## config.mk

```make
export PLATFORM = sky130hd
export DESIGN_NAME = keypad_scan_ctrl
export DESIGN_NICKNAME = d
export VERILOG_FILES = /design/src/rtl/keypad_pkg.sv /design/src/rtl/keypad_stable_timer.sv /design/src/rtl/keypad_scan_ctrl.sv
export SDC_FILE = /design/constraint.sdc
export NUM_CORES = 1
export LEC_CHECK = 0
export ABC_AREA = 1
export ABC_CLOCK_PERIOD_IN_PS = 1600
export BUFFER_PORTS_ARGS = -buffer_cell sky130_fd_sc_hd__buf_2
export CAP_MARGIN = 20
export CELL_PAD_IN_SITES_DETAIL_PLACEMENT = 1
export CELL_PAD_IN_SITES_GLOBAL_PLACEMENT = 1
export CORE_MARGIN = 2
export CORE_UTILIZATION = 40
export DETAILED_ROUTE_END_ITERATION = 7
export HOLD_SLACK_MARGIN = 0.03
export PLACE_DENSITY_LB_ADDON = 0.1
export RECOVER_POWER = 25
export SYNTH_ARGS = -nofsm -noshare
export SYNTH_HDL_FRONTEND = slang
export SYNTH_SLANG_ARGS = --single-unit
```

## constraint.sdc

```tcl
create_clock -name clk -period 1.6 [get_ports clk]
set_clock_uncertainty 0.05 [all_clocks]
set_input_delay 0.24 -clock clk [delete_from_list [all_inputs] [get_ports clk]]
set_output_delay 0.24 -clock clk [all_outputs]
set_load 0.05 [all_outputs]
```

## src/rtl/keypad_pkg.sv

```systemverilog
// Shared types, constants and decode helpers for the 4x4 keypad scanner.
// Optional auto-repeat is enabled by defining KEYPAD_REPEAT_EN.
package keypad_pkg;

    typedef enum logic [1:0] {
        SCAN     = 2'd0,
        DEBOUNCE = 2'd1,
        HELD     = 2'd2
    } state_t;

    localparam logic [3:0] ROW0 = 4'b0001;
    localparam logic [3:0] ROW1 = 4'b0010;
    localparam logic [3:0] ROW2 = 4'b0100;
    localparam logic [3:0] ROW3 = 4'b1000;

    localparam logic [3:0] KEY_STAR = 4'hE;
    localparam logic [3:0] KEY_HASH = 4'hF;

    function automatic logic onehot4(input logic [3:0] col);
        return (col != 4'b0) && ((col & (col - 4'd1)) == 4'b0);
    endfunction

    // Rows 0-2 hold digits 1-9 row-major; right column is A-D.
    function automatic logic [3:0] decode_key(
        input logic [1:0] row_idx,
        input logic [3:0] col
    );
        logic [3:0] r;
        logic [3:0] code;
        r    = {2'b00, row_idx};
        code = 4'h0;
        case (col)
            4'b1000: code = (row_idx == 2'd3) ? KEY_STAR : r * 4'd3 + 4'd1;
            4'b0100: code = (row_idx == 2'd3) ? 4'h0 : r * 4'd3 + 4'd2;
            4'b0010: code = (row_idx == 2'd3) ? KEY_HASH : r * 4'd3 + 4'd3;
            4'b0001: code = 4'hA + r;
            default: code = 4'h0;
        endcase
        return code;
    endfunction

endpackage

```

## src/rtl/keypad_stable_timer.sv

```systemverilog
// Counts consecutive enabled cycles up to N; done stays high once N is reached.
// Any clear restarts the count from zero.
module keypad_stable_timer #(
    parameter int N = 8
) (
    input  logic clk,
    input  logic rst_n,
    input  logic clr,
    input  logic en,
    output logic done
);

    localparam int W = $clog2(N + 1);

    logic [W-1:0] cnt;

    always_ff @(posedge clk) begin
        if (!rst_n) begin
            cnt <= '0;
        end else if (clr) begin
            cnt <= '0;
        end else if (en && cnt != W'(N)) begin
            cnt <= cnt + 1'b1;
        end
    end

    assign done = (cnt == W'(N));

endmodule

```

## src/rtl/keypad_scan_ctrl.sv

```systemverilog
// 4x4 keypad scanner: row drive, column sync, press/release debounce, valid/ack.
// Define KEYPAD_REPEAT_EN to add hold-to-repeat re-emission.
module keypad_scan_ctrl
    import keypad_pkg::*;
#(
    parameter int SCAN_DIV  = 50000,
    parameter int DB_CYCLES = 250000
`ifdef KEYPAD_REPEAT_EN
    ,
    parameter int REPEAT_DLY  = 25000000,
    parameter int REPEAT_RATE = 5000000
`endif
) (
    input  logic       clk,
    input  logic       rst_n,
    input  logic [3:0] key_in,
    output logic [3:0] key_out,
    output logic [3:0] key_code,
    output logic       key_valid,
    input  logic       key_ack,
    output logic       key_down,
    output logic       key_overrun
);

    localparam int DW = $clog2(SCAN_DIV);

    state_t        state, state_nx;
    logic [3:0]    sync1, col_s, col_lat;
    logic [1:0]    row_idx;
    logic [DW-1:0] dwell;
    logic          dwell_end, col_ok, col_match, col_zero;
    logic          press_done, rel_done;
    logic          rotate, latch, accept, released;
    logic          rep_fire, emit_q;

    assign dwell_end = (dwell == DW'(SCAN_DIV - 1));
    assign col_ok    = onehot4(col_s);
    assign col_match = (col_s == col_lat);
    assign col_zero  = (col_s == 4'b0);

    always_ff @(posedge clk) begin
        if (!rst_n) state <= SCAN;
        else        state <= state_nx;
    end

    always_comb begin
        state_nx = state;
        unique case (state)
            SCAN:     if (dwell_end && col_ok) state_nx = DEBOUNCE;
            DEBOUNCE: if (!col_match)          state_nx = SCAN;
                      else if (press_done)     state_nx = HELD;
            HELD:     if (rel_done)            state_nx = SCAN;
            default:                           state_nx = SCAN;
        endcase
    end

    always_comb begin
        rotate   = 1'b0;
        latch    = 1'b0;
        accept   = 1'b0;
        released = 1'b0;
        unique case (state)
            SCAN: begin
                latch  = dwell_end && col_ok;
                rotate = dwell_end && !col_ok;
            end
            DEBOUNCE: begin
                rotate = !col_match;
                accept = col_match && press_done;
            end
            HELD: begin
                rotate   = rel_done;
                released = rel_done;
            end
            default: ;
        endcase
    end

    always_comb begin
        unique case (row_idx)
            2'd0: key_out = ROW0;
            2'd1: key_out = ROW1;
            2'd2: key_out = ROW2;
            2'd3: key_out = ROW3;
            default: key_out = ROW0;
        endcase
    end

    always_ff @(posedge clk) begin
        if (!rst_n) begin
            sync1   <= 4'b0;
            col_s   <= 4'b0;
            col_lat <= 4'b0;
            row_idx <= 2'd0;
            dwell   <= '0;
        end else begin
            sync1 <= key_in;
            col_s <= sync1;
            if (rotate) row_idx <= row_idx + 2'd1;
            if (latch)  col_lat <= col_s;
            if (state != SCAN || dwell_end) dwell <= '0;
            else                            dwell <= dwell + 1'b1;
        end
    end

    keypad_stable_timer #(.N(DB_CYCLES)) u_press (
        .clk   (clk),
        .rst_n (rst_n),
        .clr   (state != DEBOUNCE || !col_match),
        .en    (col_match),
        .done  (press_done)
    );

    keypad_stable_timer #(.N(DB_CYCLES)) u_release (
        .clk   (clk),
        .rst_n (rst_n),
        .clr   (state != HELD || !col_zero),
        .en    (col_zero),
        .done  (rel_done)
    );

`ifdef KEYPAD_REPEAT_EN
    localparam int RMAX = (REPEAT_DLY > REPEAT_RATE) ? REPEAT_DLY : REPEAT_RATE;
    localparam int RW   = $clog2(RMAX);

    logic [RW-1:0] rep_cnt;
    logic          rep_first, rep_end, rep_rst;
    logic [3:0]    col_q;

    assign rep_end  = rep_first ? (rep_cnt == RW'(REPEAT_DLY - 1))
                                : (rep_cnt == RW'(REPEAT_RATE - 1));
    assign rep_rst  = (state != HELD) || col_zero || (col_s != col_q);
    assign rep_fire = !rep_rst && rep_end;

    // Column change or start of release restarts the full initial delay.
    always_ff @(posedge clk) begin
        if (!rst_n) begin
            col_q     <= 4'b0;
            rep_cnt   <= '0;
            rep_first <= 1'b1;
        end else begin
            col_q <= col_s;
            if (rep_rst) begin
                rep_cnt   <= '0;
                rep_first <= 1'b1;
            end else if (rep_end) begin
                rep_cnt   <= '0;
                rep_first <= 1'b0;
            end else begin
                rep_cnt <= rep_cnt + 1'b1;
            end
        end
    end
`else
    assign rep_fire = 1'b0;
`endif

    always_ff @(posedge clk) begin
        if (!rst_n) begin
            emit_q      <= 1'b0;
            key_code    <= 4'h0;
            key_valid   <= 1'b0;
            key_down    <= 1'b0;
            key_overrun <= 1'b0;
        end else begin
            emit_q <= accept || rep_fire;
            if (emit_q) begin
                key_code  <= decode_key(row_idx, col_lat);
                key_valid <= 1'b1;
                key_down  <= 1'b1;
                if (key_valid && !key_ack) key_overrun <= 1'b1;
                else if (key_ack)          key_overrun <= 1'b0;
            end else if (key_valid && key_ack) begin
                key_valid   <= 1'b0;
                key_overrun <= 1'b0;
            end
            if (released) key_down <= 1'b0;
        end
    end

endmodule
```

* Word level (Yosys, flattened, before mapping)
Cells that the tools add are included.
Word-level totals: register bits after elaboration 76, output and inout bits 11, input port bits 7
Operators by class: multiply operators 1, mux-type cells 18, add/subtract/negate cells 9, bitwise logic cells 2, reduce and logical (&&, ||, !) cells 29, equal/unequal tests 21
Operators by type and width (number):
- adder 18 x 1 -> 18 bit, second input constant | 2
- == test 18 bit, second input constant | 2
- != test 18 bit, second input constant | 2
- one-hot mux 4 bit (4 select lines) | 2
- adder 16 x 1 -> 16 bit, second input constant | 1
- == test 16 bit, second input constant | 1
- two-way mux 4 bit | 3
- adder 4 x 2 -> 4 bit, second input constant | 2
- logical AND 1 bit | 8
- logical NOT 4 bit | 2
- two-way mux 2 bit | 4
- OR reduction 2 bit | 4
- two-way mux 1 bit | 7
- == test 2 bit, second input constant | 3
- != test 2 bit, second input constant | 3
- one-hot mux 2 bit (3 select lines) | 1
- adder 4 x 1 -> 4 bit, second input constant | 1
- adder 4 x 2 -> 4 bit, first input constant | 1
- bitwise AND 4 bit | 1
- == test 2 x 1 -> 1 bit, second input constant | 2
- == test 4 x 1 -> 1 bit, second input constant | 1
- == test 4 x 2 -> 1 bit, second input constant | 1
- == test 4 x 3 -> 1 bit, second input constant | 1
- == test 4 bit | 1
- other kinds (16) | 24

* Logic depth before layout (Yosys ltp)
word-level depth 7, gate-level depth with buffers 11, depth with buffers taken out 11

* Hierarchy
Synthesis repeated with hierarchy kept, for this count alone.
Second synthesis, totals: cells, all modules 681, area total of the unflattened synthesis 4468.0 µm²
By module, submodules not included:
- keypad_stable_timer | times used 2, cells an instance 193, area each 1217.4 µm²
- keypad_scan_ctrl | times used 1, cells an instance 295, area each 2033.2 µm²

* Worst setup path after synthesis
OpenSTA, ideal clock, no wires.
path kind register -> register, from register dwell[0], to register col_lat[0], period minus slack after synthesis 1585 ps, buffers on the path 0, cell stages (with the launch flop) 9, library setup time 128 ps, arrival 1407 ps, path slack 15 ps, cells stage by stage dfxtp_1 -> ha_1 -> nand2_1 -> nor2_2 -> nand3_1 -> nor2_4 -> nand3_1 -> o21ai_0 -> a21oi_1
On the way: longest elaborated chain between the ends 3
Ends and longest elaborated chain:
- start, declared | RTL line keypad_scan_ctrl.sv:30 | logic [DW-1:0] dwell;
- start signal, assigned | RTL line keypad_scan_ctrl.sv:102 | else dwell <= dwell + 1'b1;
- == test 16 bit | RTL line keypad_scan_ctrl.sv:36 | assign dwell_end = (dwell == DW'(SCAN_DIV - 1));
- logical AND 1 bit | RTL line keypad_scan_ctrl.sv:64 | latch = dwell_end && col_ok;
- two-way mux 1 bit | RTL line keypad_scan_ctrl.sv:62 | unique case (state)
- end signal, assigned | RTL line keypad_scan_ctrl.sv:100 | if (latch) col_lat <= col_s;
- end, declared | RTL line keypad_scan_ctrl.sv:28 | logic [3:0] sync1, col_s, col_lat;
Every way passes these cells. A chain may end at the register's enable or synchronous reset.

* Worst setup path in the final report
from register u_press.cnt[1], to register u_press.cnt[2]
On the way: longest elaborated chain between the ends 2, elaborated cells between the ends (all ways) 3, those cells by class add/sub (1); eq/ne (1); reduce/logical (1)
Ends and longest elaborated chain:
- start, declared | RTL line keypad_stable_timer.sv:15 | logic [W-1:0] cnt;
- start signal, assigned | RTL line keypad_stable_timer.sv:23 | cnt <= cnt + 1'b1;
- branches (longest 2 deep; another with adder 18 x 1 -> 18 bit)
Several ways; the timed one is not identified.

==> flow_metrics.tcl <==
set metrics [dict create \
    critical_path.startpoint "u_press.cnt[1]" \
    synthTopCellsByArea "dfxtp_1 37%, nand2_1 16%, nor2_1 8.4%" \
    synth_top_area_share_pct 36.6 \
    reg2reg_to "u_press.cnt[2]" \
    powerDensity_nw_per_um2 664 \
    fin_crit_ns 1.58 \
    first_pass_iters 4 \
    timing.final.crit_share_pct 98.7 \
    drive_gt1_share_pct 27.7 \
    r2r_setup_slack_ns 0.02 \
    hpwlAfterDp_um 8410 \
    yosysTopAreaCell "dfxtp_1" \
    fin_ws_ns 0.0203 \
    cts.sinks 76 \
    seqPwrFrac_pct 52.8 \
    core_area_um2 10200 \
    wl_per_cell_um 14.3 \
    post-place-ws_ns -0.139 \
    critPathArrivalTime_ns 1.79 \
    p_total_mw 3.63 \
    ys_seq_area_share_pct 36.6 \
    outcome "complete, no violations" \
    grt-ovfl-total 0 \
    vdd_drop_max_mv 0.415 \
    yosysUniqueCellTypes 36 \
    vias_per_cell 5.01 \
    io_pins 18 \
    n_fill_cell 1339 \
    multi_input_area_um2 2520 \
    routed_wl_um 12200 \
    track_usage_pct 21.6 \
    cts_made_buffers 9 \
    pwr-share-clk_pct 40.3 \
    p_int_mw 2.72 \
    cts_tree "done" \
    route.vias.total 4290 \
    drc_errors 0 \
    hp-start "rst_n" \
    rr_startpoint "u_press.cnt[1]" \
    die_h_um 106 \
    layout.nets 736 \
    slew_headroom_pct 60.7 \
    start_kind "flip-flop" \
    dieArea_um2 11200 \
    grt_max_degree 20 \
    initialDrtViolationCount 110 \
    cpMaxStageDelayCell "dfxtp_4" \
    crit_path_end "u_press.cnt[2]" \
    antenna_found_initial 0 \
    grt_pass1_wl_um 19800 \
    hold_viol_final 0 \
    cts_root_buf "clkbuf_8" \
    syn_inst 630 \
    slowest_delay_ns 0.37 \
    grt_pass1_vias 4417 \
    hold_ws_ns 0.179 \
    crit_chain "inv_2 -> ha_2 -> nand2_1 -> nor2_1 -> nand4_1 -> nor2_2 -> nor2_4 -> buf_6 -> nand2_2 -> nand2_1 -> inv_1 -> nor2_1" \
    async_flop_share_pct 0 \
    synth_enable_flop_cells 0 \
    fmax_ghz 0.633 \
    synth_seq_cells 76 \
    antenna_left 0 \
    ff_latch_area_um2 1570 \
    die-width_um 106 \
    hold_class "in2reg" \
    rsz0062_at_grt "yes" \
    ys_warn_count 0 \
    insertion_delay_ns 0.36 \
    start_util_pct 40.8 \
    path_class "reg2reg" \
    cap_violations 0 \
    syn_nets 650 \
    slew_violations 0 \
    yosys_most_used_dff "dfxtp_1" \
    p_comb_share_pct 6.9 \
    setup_viol_count_final 0 \
    worst_pin_slew_ns 0.593 \
    critical_path_peak_fanout 7 \
    area_delta_synth_final_pct 31.4 \
    synth_area_um2 4160 \
    cp.required_ns 1.81 \
    n_antenna_cell 0 \
    power_leakage_nw 2.14 \
    swShare_pct 24.9 \
    synth.avg_cell_area_um2 6.60 \
    port_buffers 17 \
    cts.clk_slew.worst_paths_ns 0.09 \
    fp-row-count 37 \
    power.switching_mw 0.903 \
    fin_tns_setup_ns 0 \
    ff2ff_path_depth 12 \
    endpoint_kind "flip-flop" \
    gp_congestion 0.830 \
    cts_max_path_buffers 2 \
    htreeDepth 3 \
]
## sequential cells by signal (all words and copies together) (netlist names)
register and cells:
col_lat 4, sync1 4, emit_q 1, key_code 4, key_overrun 1, col_s 4, u_press.cnt 18, key_valid 1
row_idx 2, state 2, u_release.cnt 18, dwell 16, key_down 1
## layer usage
layer / track usage, % / vias to the layer above / share of wire [%]
met5: 0 / - / 0
met4: 5.64 / 0 / 1.0
met3: 3.86 / 10 / 2.4
met2: 40.3 / 43 / 53
met1: 25.4 / 2077 / 43
li1: - / 2160 / -
## synth_stat cells, drive strengths merged (9+ instances only)
master / count
nor2: 98
a21oi: 46
o21ai: 29
buf: 9
xor2: 12
inv: 86
nand2: 178
nand4: 14
dfxtp: 76
ha: 13
nand3: 28
nor3: 20
## worst max-delay path: cells and delay by family, from the launching register on
| kind | cells | cell delay, ns |
|---|---|---|
| and+or+nand+nor | 8 | 0.65 |
| adders and majority gates | 1 | 0.14 |
| buffers and inverters | 3 | 0.26 |
| DFF | 1 | 0.37 |
## placed cells by master, fill, tap and decap left out, types with 3 or more instances in the layout
cell type,instances
dfxtp_1,51
clkbuf_1,4
clkbuf_8,9
dfxtp_2,20
dfxtp_4,5
dlygate4sd3_1,5
a21oi_2,10
buf_2,8
nor3_1,11
nand2_4,4
a21oi_1,36
xor2_1,12
nor3_2,7
o21ai_0,19
buf_4,52
inv_2,13
nand3_4,3
clkbuf_2,4
nand4_1,14
o21ai_2,5
nor2_2,9
nor2_1,82
o21ai_1,5
nand3b_1,4
xnor2_1,6
nand2_2,10
ha_1,10
nand3_1,18
inv_1,71
buf_6,10
nor2_4,7
nand3_2,7
nand2_1,164
## stage by stage
stage,instance area [um2],utilization (%),cells
CTS,5070,49.8,848
floorplan,4160,-,630
detailed placement,4740,46.6,826
global route,5470,53.7,857
global placement,4740,46.6,826
finish,5470,53.7,857
## worst min-delay path by stage
| stage | cells past startpoint | endpoint | slack [ns] |
|---|---|---|---|
| 4_1_cts | 3 | key_code[1] | 0.17 |
| 6_report | 3 | key_code[2] | 0.18 |
| 3_3_place_gp | 2 | col_s[2] | 0.35 |
| 2_1_floorplan | 2 | sync1[0] | 0.29 |
| 3_5_place_dp | 2 | col_s[0] | 0.35 |
| 5_1_grt | 3 | key_code[2] | 0.19 |
## power groups by stage
stage / registers (mW) / clock network [mW] / logic (mW)
floorplan: 1.96 / 0 / 0.128
global placement: 1.96 / 0 / 0.167
detailed placement: 1.96 / 0 / 0.172
CTS: 1.91 / 1.49 / 0.193
global route: 1.92 / 1.57 / 0.276
finish: 1.91 / 1.46 / 0.249
## logic make-up after synthesis
group	share of synthesized area, %
DFF	36.6
buffers and inverters	9.69
xor gates and xnor gates	3.79
adders and majority gates	3.91
AOI/OAI and AO/OA	10.8
and+or+nand+nor	35.2
## final cells by class
cell class                 count  area share [%]
multi-input combinational    458            46.1
tap                          136            3.11
inverter                      86            6.04
clock inverter                 4           0.916
timing repair buffer          84            12.6
clock buffer                  12            2.47
sequential                    76            28.6
timing repair inverter         1          0.0916
## timing repair
action / in CTS / in global routing
hold buffers: 5 / 0
cloned: 0 / 2
setup buffers: 1 / 7
gates resized for setup: 24 / 115
endpoints found under the setup margin: 46 / 68
pin swaps: 4 / 28
endpoints found under the hold margin: 5 / 0
(Power assumes the default switching activity.)
